--- src/rtl/term_write_arbiter.sv ---
// term_write_arbiter: shares the single write port of the text-mode character
// buffer between two requesters, with round-robin priority. It also runs a
// full-screen clear sweep that takes priority over both requesters. All
// buffer-side outputs are registered.
module term_write_arbiter #(
  parameter int ROWS = 30,
  parameter int COLS = 70
) (
  input  logic       clk_i,
  input  logic       rst_ni,
  // clear sweep control
  input  logic       clr_req_i,
  input  logic [7:0] clr_ascii_i,
  input  logic [2:0] clr_fg_i,
  input  logic [2:0] clr_bg_i,
  output logic       clr_busy_o,
  // requester 0
  input  logic       req0_valid_i,
  output logic       req0_ready_o,
  input  logic [4:0] req0_row_i,
  input  logic [6:0] req0_col_i,
  input  logic [7:0] req0_ascii_i,
  input  logic [2:0] req0_fg_i,
  input  logic [2:0] req0_bg_i,
  // requester 1
  input  logic       req1_valid_i,
  output logic       req1_ready_o,
  input  logic [4:0] req1_row_i,
  input  logic [6:0] req1_col_i,
  input  logic [7:0] req1_ascii_i,
  input  logic [2:0] req1_fg_i,
  input  logic [2:0] req1_bg_i,
  // buffer write port
  output logic       we_o,
  output logic [4:0] wr_addr_o,
  output logic [6:0] wc_addr_o,
  output logic [7:0] w_ascii_o,
  output logic [2:0] fg_color_o,
  output logic [2:0] bg_color_o,
  output logic       oob_drop_o,
  // debug: current FSM state (0 = IDLE, 1 = CLEAR)
  output logic       dbg_state_o
);

  // Handshake: a write moves from requester i when reqi_valid_i && reqi_ready_o
  // are both high in the same cycle. Ready is combinational and never
  // depends on the requester's own payload. The requester must keep valid and
  // payload stable until ready is seen. At most one ready is high per cycle.

  typedef enum logic {
    S_IDLE  = 1'b0,
    S_CLEAR = 1'b1
  } state_e;

  localparam logic [5:0] ROWS_LIM = 6'(ROWS);
  localparam logic [7:0] COLS_LIM = 8'(COLS);
  localparam logic [4:0] LAST_ROW = 5'(ROWS - 1);
  localparam logic [6:0] LAST_COL = 7'(COLS - 1);
  // A 1x1 screen finishes its sweep in the same cycle the clear is accepted.
  localparam bit         ONE_CELL = (ROWS == 1) && (COLS == 1);

  state_e     state_q;
  logic       last_grant_q;
  logic [4:0] cur_row_q, cur_row_d;
  logic [6:0] cur_col_q, cur_col_d;
  logic [7:0] fill_ascii_q;
  logic [2:0] fill_fg_q, fill_bg_q;

  logic       we_q, oob_q, busy_q;
  logic [4:0] wr_addr_q;
  logic [6:0] wc_addr_q;
  logic [7:0] w_ascii_q;
  logic [2:0] fg_q, bg_q;

  logic       arb_en, grant0, grant1, at_last;
  logic [4:0] sel_row;
  logic [6:0] sel_col;
  logic [7:0] sel_ascii;
  logic [2:0] sel_fg, sel_bg;
  logic       sel_oob;

  // Arbitration: clear requests and the sweep block both requesters; on a tie
  // the requester that did not win the last transfer is granted.
  always_comb begin
    arb_en = rst_ni && (state_q == S_IDLE) && !clr_req_i;
    grant0 = arb_en && req0_valid_i && (!req1_valid_i || last_grant_q);
    grant1 = arb_en && req1_valid_i && (!req0_valid_i || !last_grant_q);
  end

  assign req0_ready_o = grant0;
  assign req1_ready_o = grant1;

  // Payload of the granted requester and its range check (unsigned, widened).
  always_comb begin
    sel_row   = req0_row_i;
    sel_col   = req0_col_i;
    sel_ascii = req0_ascii_i;
    sel_fg    = req0_fg_i;
    sel_bg    = req0_bg_i;
    if (grant1) begin
      sel_row   = req1_row_i;
      sel_col   = req1_col_i;
      sel_ascii = req1_ascii_i;
      sel_fg    = req1_fg_i;
      sel_bg    = req1_bg_i;
    end
    sel_oob = ({1'b0, sel_row} >= ROWS_LIM) || ({1'b0, sel_col} >= COLS_LIM);
  end

  // Sweep cursor successor: from IDLE the cell after (0,0), otherwise the
  // row-major successor of the current cursor.
  always_comb begin
    cur_row_d = cur_row_q;
    cur_col_d = cur_col_q;
    at_last   = (cur_row_q == LAST_ROW) && (cur_col_q == LAST_COL);
    if (state_q == S_IDLE) begin
      if (LAST_COL == 7'd0) begin
        cur_row_d = 5'd1;
        cur_col_d = 7'd0;
      end else begin
        cur_row_d = 5'd0;
        cur_col_d = 7'd1;
      end
    end else if (cur_col_q == LAST_COL) begin
      cur_row_d = cur_row_q + 5'd1;
      cur_col_d = 7'd0;
    end else begin
      cur_col_d = cur_col_q + 7'd1;
    end
  end

  // Main FSM: owns state, round-robin pointer, sweep cursor, fill values and
  // every registered output of the write port.
  always_ff @(posedge clk_i or negedge rst_ni) begin
    if (!rst_ni) begin
      state_q      <= S_IDLE;
      last_grant_q <= 1'b1;
      cur_row_q    <= 5'd0;
      cur_col_q    <= 7'd0;
      fill_ascii_q <= 8'd0;
      fill_fg_q    <= 3'd0;
      fill_bg_q    <= 3'd0;
      we_q         <= 1'b0;
      oob_q        <= 1'b0;
      busy_q       <= 1'b0;
      wr_addr_q    <= 5'd0;
      wc_addr_q    <= 7'd0;
      w_ascii_q    <= 8'd0;
      fg_q         <= 3'd0;
      bg_q         <= 3'd0;
    end else begin
      we_q   <= 1'b0;
      oob_q  <= 1'b0;
      busy_q <= 1'b0;
      case (state_q)
        S_IDLE: begin
          if (clr_req_i) begin
            fill_ascii_q <= clr_ascii_i;
            fill_fg_q    <= clr_fg_i;
            fill_bg_q    <= clr_bg_i;
            we_q         <= 1'b1;
            busy_q       <= 1'b1;
            wr_addr_q    <= 5'd0;
            wc_addr_q    <= 7'd0;
            w_ascii_q    <= clr_ascii_i;
            fg_q         <= clr_fg_i;
            bg_q         <= clr_bg_i;
            cur_row_q    <= cur_row_d;
            cur_col_q    <= cur_col_d;
            state_q      <= ONE_CELL ? S_IDLE : S_CLEAR;
          end else if (grant0 || grant1) begin
            last_grant_q <= grant1;
            if (sel_oob) begin
              oob_q <= 1'b1;
            end else begin
              we_q      <= 1'b1;
              wr_addr_q <= sel_row;
              wc_addr_q <= sel_col;
              w_ascii_q <= sel_ascii;
              fg_q      <= sel_fg;
              bg_q      <= sel_bg;
            end
          end
        end
        S_CLEAR: begin
          we_q      <= 1'b1;
          busy_q    <= 1'b1;
          wr_addr_q <= cur_row_q;
          wc_addr_q <= cur_col_q;
          w_ascii_q <= fill_ascii_q;
          fg_q      <= fill_fg_q;
          bg_q      <= fill_bg_q;
          cur_row_q <= cur_row_d;
          cur_col_q <= cur_col_d;
          if (at_last) begin
            state_q <= S_IDLE;
          end
        end
        default: state_q <= S_IDLE;
      endcase
    end
  end

  assign we_o        = we_q;
  assign oob_drop_o  = oob_q;
  assign clr_busy_o  = busy_q;
  assign wr_addr_o   = wr_addr_q;
  assign wc_addr_o   = wc_addr_q;
  assign w_ascii_o   = w_ascii_q;
  assign fg_color_o  = fg_q;
  assign bg_color_o  = bg_q;
  assign dbg_state_o = (state_q == S_CLEAR);

endmodule

--- config.mk ---
export PLATFORM = sky130hd
export DESIGN_NAME = term_write_arbiter
export DESIGN_NICKNAME = d
export VERILOG_FILES = /design/src/rtl/term_write_arbiter.sv
export SDC_FILE = /design/constraint.sdc
export NUM_CORES = 1
export LEC_CHECK = 0
export ABC_AREA = 1
export BUFFER_PORTS_ARGS = -buffer_cell sky130_fd_sc_hd__buf_2
export CORE_MARGIN = 2
export CORE_UTILIZATION = 30
export DETAILED_ROUTE_END_ITERATION = 8
export SETUP_SLACK_MARGIN = 0.5
export SLEW_MARGIN = 25
export SYNTH_ARGS = -nofsm -noshare
export SYNTH_HDL_FRONTEND = slang
export SYNTH_SLANG_ARGS = --single-unit
--- constraint.sdc ---
create_clock -name clk_i -period 2.13 [get_ports clk_i]
set_clock_uncertainty 0.15 [all_clocks]
set_input_delay 0.3195 -clock clk_i [delete_from_list [all_inputs] [get_ports clk_i]]
set_output_delay 0.3195 -clock clk_i [all_outputs]
set_load 0.1 [all_outputs]
==> results of run 1 <==
==> per-layer routing <==
layer,global-route usage [%],vias to the layer above,wire (µm)
li1,-,1505,-
met1,22.8,1436,4230
met2,26.4,121,4540
met3,4.74,6,779
met4,4.38,0,40
met5,0,-,0
==> cells by family after synthesis <==
kind of cell    after synthesis  share of synthesized area [%]
buf+inv                      58                           9.02
compound gates               75                           14.9
fa+ha+maj                     4                           1.65
flops                        57                           47.0
xor+xnor                      8                           2.31
simple gates                178                           25.2
==> final timing paths <==
path,from,slack [ns],end
worst min-delay path,clr_ascii_i[0],0.05,fill_ascii_q[0]
min in group asynchronous,rst_ni,0.07,oob_drop_o
worst max register to register,dbg_state_o,0.03,fg_color_o[0]
max in group asynchronous,rst_ni,1.23,cur_col_q[0]
worst min register to register,fill_bg_q[2],0.33,fill_bg_q[2]
worst max-delay path,dbg_state_o,0.02,req0_ready_o
==> cells in the mapped netlist (2+ instances only) <==
library cell,instances,area (µm²)
nand2_1,109,409
o211ai_1,4,30.0
buf_2,2,10.0
o21ai_0,37,185
nand3_1,32,160
dfrtp_1,56,1400
nand2_2,5,31.3
inv_1,36,135
nor2_4,2,22.5
xnor2_1,2,17.5
o22ai_1,14,87.6
buf_6,4,45.0
buf_4,2,15.0
nor3_1,3,15.0
o21ai_1,4,20.0
a21oi_1,2,10.0
clkbuf_1,11,41.3
xor2_1,6,52.6
ha_1,4,50.1
nor2_1,23,86.3
o221ai_1,11,96.3
==> state kept, by name, summed over array words and instances (netlist names) <==
| signal | cells |
|---|---|
| cur_col_q | 7 |
| fill_bg_q | 3 |
| last_grant_q | 1 |
| dbg_state_o | 1 |
| fill_ascii_q | 8 |
| wc_addr_o | 7 |
| clr_busy_o | 1 |
| bg_color_o | 3 |
| oob_drop_o | 1 |
| cur_row_q | 5 |
| wr_addr_o | 5 |
| fill_fg_q | 3 |
| fg_color_o | 3 |
| w_ascii_o | 8 |
| we_o | 1 |
==> placed cells by master (no fill, tap or decap), types with 4 or more instances in the layout <==
master | netlist | final
buf_12 | 0 | 7
buf_2 | 2 | 78
buf_4 | 2 | 15
buf_6 | 4 | 6
clkbuf_4 | 0 | 20
clkbuf_8 | 0 | 9
dfrtp_1 | 56 | 54
inv_1 | 36 | 30
inv_2 | 0 | 4
nand2_1 | 109 | 86
nand2_2 | 5 | 12
nand2_4 | 1 | 17
nand3_1 | 32 | 30
nor2_1 | 23 | 20
nor2_4 | 2 | 5
o211ai_1 | 4 | 4
o21ai_0 | 37 | 24
o21ai_1 | 4 | 6
o21ai_2 | 1 | 12
o221ai_1 | 11 | 11
o22ai_1 | 14 | 11
xor2_1 | 6 | 6
==> per-stage QoR <==
stage | setup TNS [ns] | instance area, µm² | power, mW
CTS | 0 | 4160 | 5.45
global placement | -0.0500 | 3780 | 4.16
finish | 0 | 4540 | 5.63
global route | -1.36 | 4540 | 5.94
floorplan | -9.13 | 3130 | 3.69
detailed placement | -1.03 | 3780 | 4.19
==> layout make-up <==
| class | count | area (µm²) | share of cell area (%) |
|---|---|---|---|
| Multi-Input combinational cell | 268 | 1660 | 36.5 |
| Sequential cell | 57 | 1430 | 31.6 |
| Timing Repair Buffer | 128 | 886 | 19.5 |
| Tap cell | 133 | 166 | 3.67 |
| Inverter | 38 | 159 | 3.50 |
| Clock buffer | 11 | 131 | 2.90 |
| Clock inverter | 5 | 104 | 2.29 |
==> worst min-delay path, delay by kind of cell <==
family	cells	cell delay, ns
AOI/OAI and AO/OA	1	0.04
and+or+nand+nor	1	0.05
buffers and inverters	1	0.10
==> repair_timing <==
item                       4_1_cts  5_1_grt
hold endpoints to repair         1        0
resized for setup               22      101
setup buffers                    7        4
setup endpoints to repair       44       75
pin swaps                        3        8
gates cloned                     0        3
hold buffers                     1        0
==> power groups by stage <==
stage               sequential (mW)  clock, mW  combinational (mW)
finish                         1.73       1.23                2.67
detailed placement             1.72          0                2.48
global placement               1.72          0                2.45
global route                   1.78       1.31                2.86
CTS                            1.71       1.25                2.49
floorplan                      3.03          0               0.666
==> results.cfg, run 1 <==
[status]
status = complete, no violations

[synth]
ys_ff_latch = 57
synth_nets = 455
async_flop_share_pct = 100
syn_inst = 380
synth-edff-count = 0
ys.flop_type = dfrtp_1
yosys_warnings = 0
ys_seq_area_share_pct = 47.0
synth_cell_types = 32
syn_avg_cell_area_um2 = 8.00
synthesis.area_mm2 = 0.00304

[floorplan]
die_area_mm2 = 0.0110
die_w_um = 105
io_pins = 103
die_h_um = 105
coreArea_mm2 = 0.00982
initial_core_util_pct = 31.0
num_rows = 36

[placement]
hpwl_um = 6180
portBuffers = 102
place_congestion = 0.795
dp_worst_setup_slack_ns = -0.0679
dp_cells = 609

[timing]
setup_violations = 0
whs_ns = 0.0494
worst_pin_slew_ns = 0.728
fmax_mhz = 474
rsz0062_at_grt = yes
min_period_ns = 2.11
slew_headroom_pct = 51.5
finalHoldViolCount = 0
setup_ws_ns = 0.0210
min_period_over_period_pct = 99.0
drv_slew = 0

[pwr]
leakage_nw = 2.32
p_per_area_mw_per_mm2 = 1240
power.internal_mw = 2.89
p_sw_mw = 2.74
pwr-share-comb_pct = 47.4
switching_share_pct = 48.6
seq_power_share_pct = 30.7
clock_power_share_pct = 21.9
peakVddDrop_mv = 1.02

[clock_tree]
cts-root-buf = clkbuf_8
clk_pin_slew_worst_paths_ns = 0.07
cts_buffers = 9
clock-sinks = 57
cts-htree-levels = 3
cts_tree = built
cts_buffer_depth = 2
insertion_delay_ns = 0.34

[final_layout]
fin_cells = 640
fillerInstances = 1013
diodes = 0
utilization_pct = 46.2
drive_above_1_share_pct = 41.6
finalNetCount = 577
syn_to_final_growth_pct = 49.2

[detailed_routing]
drc_errors = 0
drt_iter0_drc = 145
vias = 3068
firstDrtPassIters = 5
via_per_inst = 4.79
ant_nets = 0
drt-total-wl_um = 9600
wl_per_cell_um = 15.0

[global_route]
grt_overflow = 0
antenna_found_initial = 0
grt_pass1_wl_um = 14800
grt_pass1_vias = 2991
grt_max_degree = 57
grt_usage_pct = 16.8

[critical_path]
arrival_ns = 1.64
cp.required_ns = 1.66
critPathMaxFanout = 3
worstSetupPathDepth = 7
max_stage_delay_ns = 0.51
slowest_stage = dfrtp_4
path_cells = clkinv_4 > nand2_4 > nor2_4 > buf_6 > nand2_4 > a21oi_4 > buf_12
cp-start-kind = flip-flop
path_buf_inv = 3
cp-end-kind = output port
critPathTopFamily = flip-flops
r2r_cells = 12
cp_common_cell = nand2_4
criticalPathCategory = reg2out

[run]
cap_violations = 0

[worst_hold_path]
hold_depth = 3
hold_class = in2reg
(Power assumes the default switching activity.)
==> inputs of run 2 (changes only) <==
- ABC_AREA: 1 -> not set
==> run 2 against run 1 <==
Compared with the run above: synthesized cell count decreased by 12%; register-to-register slack improved by 0.11 ns; critical endpoint is now req1_ready_o; sequential share of layout area decreased by 0.99 points; total power down 18%; flip-flop and latch count unchanged; die area increased by 5.5%; highest routed layer unchanged; maximum frequency is 3.3% higher; non-clock buffer count grew 10; first-iteration DRC count decreased by 29%; critical path depth shrank 2; worst setup slack gained 0.068 ns.
==> results.cfg, run 2 <==
[synth]
synth-edff-count = 0
yosysMostFrequentCell = dfrtp_1
yosysTopAreaCell = dfrtp_1
synthesis.area_mm2 = 0.00321
async_flop_share_pct = 100
ys_ff_latch = 57
synth_cell_types = 51
synth_nets = 409
netlist_top_cells_count = dfrtp_1, o21ai_0, nand2_1, mux2_2, inv_1
yosys_warnings = 0
ys.flop_type = dfrtp_1
synthTopCellsByArea = dfrtp_1, o21ai_0, mux2_2
syn_avg_cell_area_um2 = 9.62
yosys.area.top_type_share_pct = 43.6
syn_inst = 334
ys_seq_area_share_pct = 44.4

[final_layout]
diodes = 0
fin_cells = 603
drive_above_1_share_pct = 48.6
fillerInstances = 1010
syn_to_final_growth_pct = 45.6
final_common_cell = buf_2
utilization_pct = 45.1
mostFrequentLayoutCells = buf_2, dfrtp_1, nand2_1
finalNetCount = 537

[floorplan]
die_h_um = 107
coreArea_mm2 = 0.0104
initial_core_util_pct = 31.0
die_area_mm2 = 0.0116
io_pins = 103
die_w_um = 107
num_rows = 37

[worst_hold_path]
hold_class = in2async

[timing]
setup_violations = 0
fmax_mhz = 490
worst_pin_slew_ns = 0.559
min_period_ns = 2.04
finalHoldViolCount = 0
rsz0062_at_grt = yes
whs_ns = 0.0334
drv_slew = 0
slew_headroom_pct = 62.8
fin_setup_tns_ns = 0
min_period_over_period_pct = 95.8

[clock_tree]
clock-sinks = 57
cts-root-buf = clkbuf_8
insertion_delay_ns = 0.33
cts_buffer_depth = 2
cts-htree-levels = 3
cts_tree = built
clk_pin_slew_worst_paths_ns = 0.07
cts_buffers = 9

[global_route]
antenna_found_initial = 0
grt_usage_pct = 16.2
grt_max_degree = 43
grt_overflow = 0
grt_pass1_wl_um = 14700
grt_pass1_vias = 2942

[run]
cap_violations = 0

[placement]
place_congestion = 0.793
portBuffers = 102
dp_cells = 568
hpwl_um = 6500

[critical_path]
cp.required_ns = 1.66
path_buf_inv = 3
path_cells = nor3b_4 > nand3_4 > inv_4 > buf_6 > buf_12
worstSetupPathDepth = 5
slowest_stage = dfrtp_4
criticalPathCategory = reg2out
r2r_cells = 8
critPathMaxFanout = 4
max_stage_delay_ns = 0.50
arrival_ns = 1.57
cp-end-kind = output port
cp-start-kind = flip-flop
r2r-end = wr_addr_o[3]
r2r_start = dbg_state_o
r2r_slack_ns = 0.14
critPathTopFamily = flip-flops

[detailed_routing]
drc_errors = 0
drt-total-wl_um = 9320
drt_iter0_drc = 103
wl_per_cell_um = 15.5
ant_nets = 0
vias = 3037
via_per_inst = 5.04
firstDrtPassIters = 4

[pwr]
p_total_mw = 4.62
leakage_nw = 2.13
peakVddDrop_mv = 0.593
p_per_area_mw_per_mm2 = 988

[status]
status = complete, no violations
## run 2: layout make-up
cell class / instances / area, µm² / area share, %
Inverter: 18 / 73.8 / 1.58
Multi-Input combinational cell: 238 / 1860 / 39.7
Sequential cell: 57 / 1430 / 30.6
Clock buffer: 10 / 138 / 2.94
Clock inverter: 6 / 90.1 / 1.93
Timing Repair Buffer: 138 / 918 / 19.6
Tap cell: 136 / 170 / 3.64
## run 2: what timing repair did
item,4_1_cts,5_1_grt
pin swaps,17,15
cloned,1,0
buffers inserted,13,4
endpoints found under the setup margin,60,62
endpoints found under the hold margin,14,0
gates resized for setup,28,73
hold buffers,1,0
## run 2: stage by stage
step | area, µm² | worst slack [ns]
global route | 4680 | 0.0470
global placement | 4020 | 0.154
detailed placement | 4020 | 0.0829
finish | 4680 | 0.0893
floorplan | 3270 | -0.00978
CTS | 4460 | 0.139
## run 2: cell families (layout without fill, tap and decap cells)
group,Yosys count,in the layout,synth area share [%]
DFF,57,57,44.4
muxes,32,32,10.9
xor gates and xnor gates,5,5,1.36
AOI/OAI and AO/OA,112,113,21.9
buffers and inverters,40,172,5.96
and+or+nand+nor,84,84,13.9
adders and majority gates,4,4,1.56
## run 2: metal layers
layer	vias up	part of all wire (%)	GRT usage (%)
met5	-	0	0
met4	0	1.7	5.40
met3	14	4.8	2.91
met2	92	51	28.0
met1	1478	42	20.3
li1	1453	-	-
## run 2: worst register-to-register path, cell delays in order, from the launching register on
cell	delay, ns
dfrtp_4	0.50
nor3b_4	0.26
nand3_4	0.12
inv_4	0.08
buf_4	0.11
buf_8	0.12
a22o_4	0.22
mux2i_1	0.24
o21ai_1	0.08
## run 2: worst max path at each step
stage | from | end | slack, ns
after floorplan | dbg_state_o | wc_addr_o[1] | -0.01
after global placement | req1_col_i[1] | wr_addr_o[4] | 0.15
after detailed placement | dbg_state_o | wr_addr_o[3] | 0.08
after CTS | dbg_state_o | req0_ready_o | 0.14
after global routing | dbg_state_o | req1_ready_o | 0.05
final | dbg_state_o | req1_ready_o | 0.09
## run 2: where the power goes
part           internal, mW  switching [mW]
Combinational         0.516            1.34
Sequential             1.33           0.271
Clock                 0.694           0.468
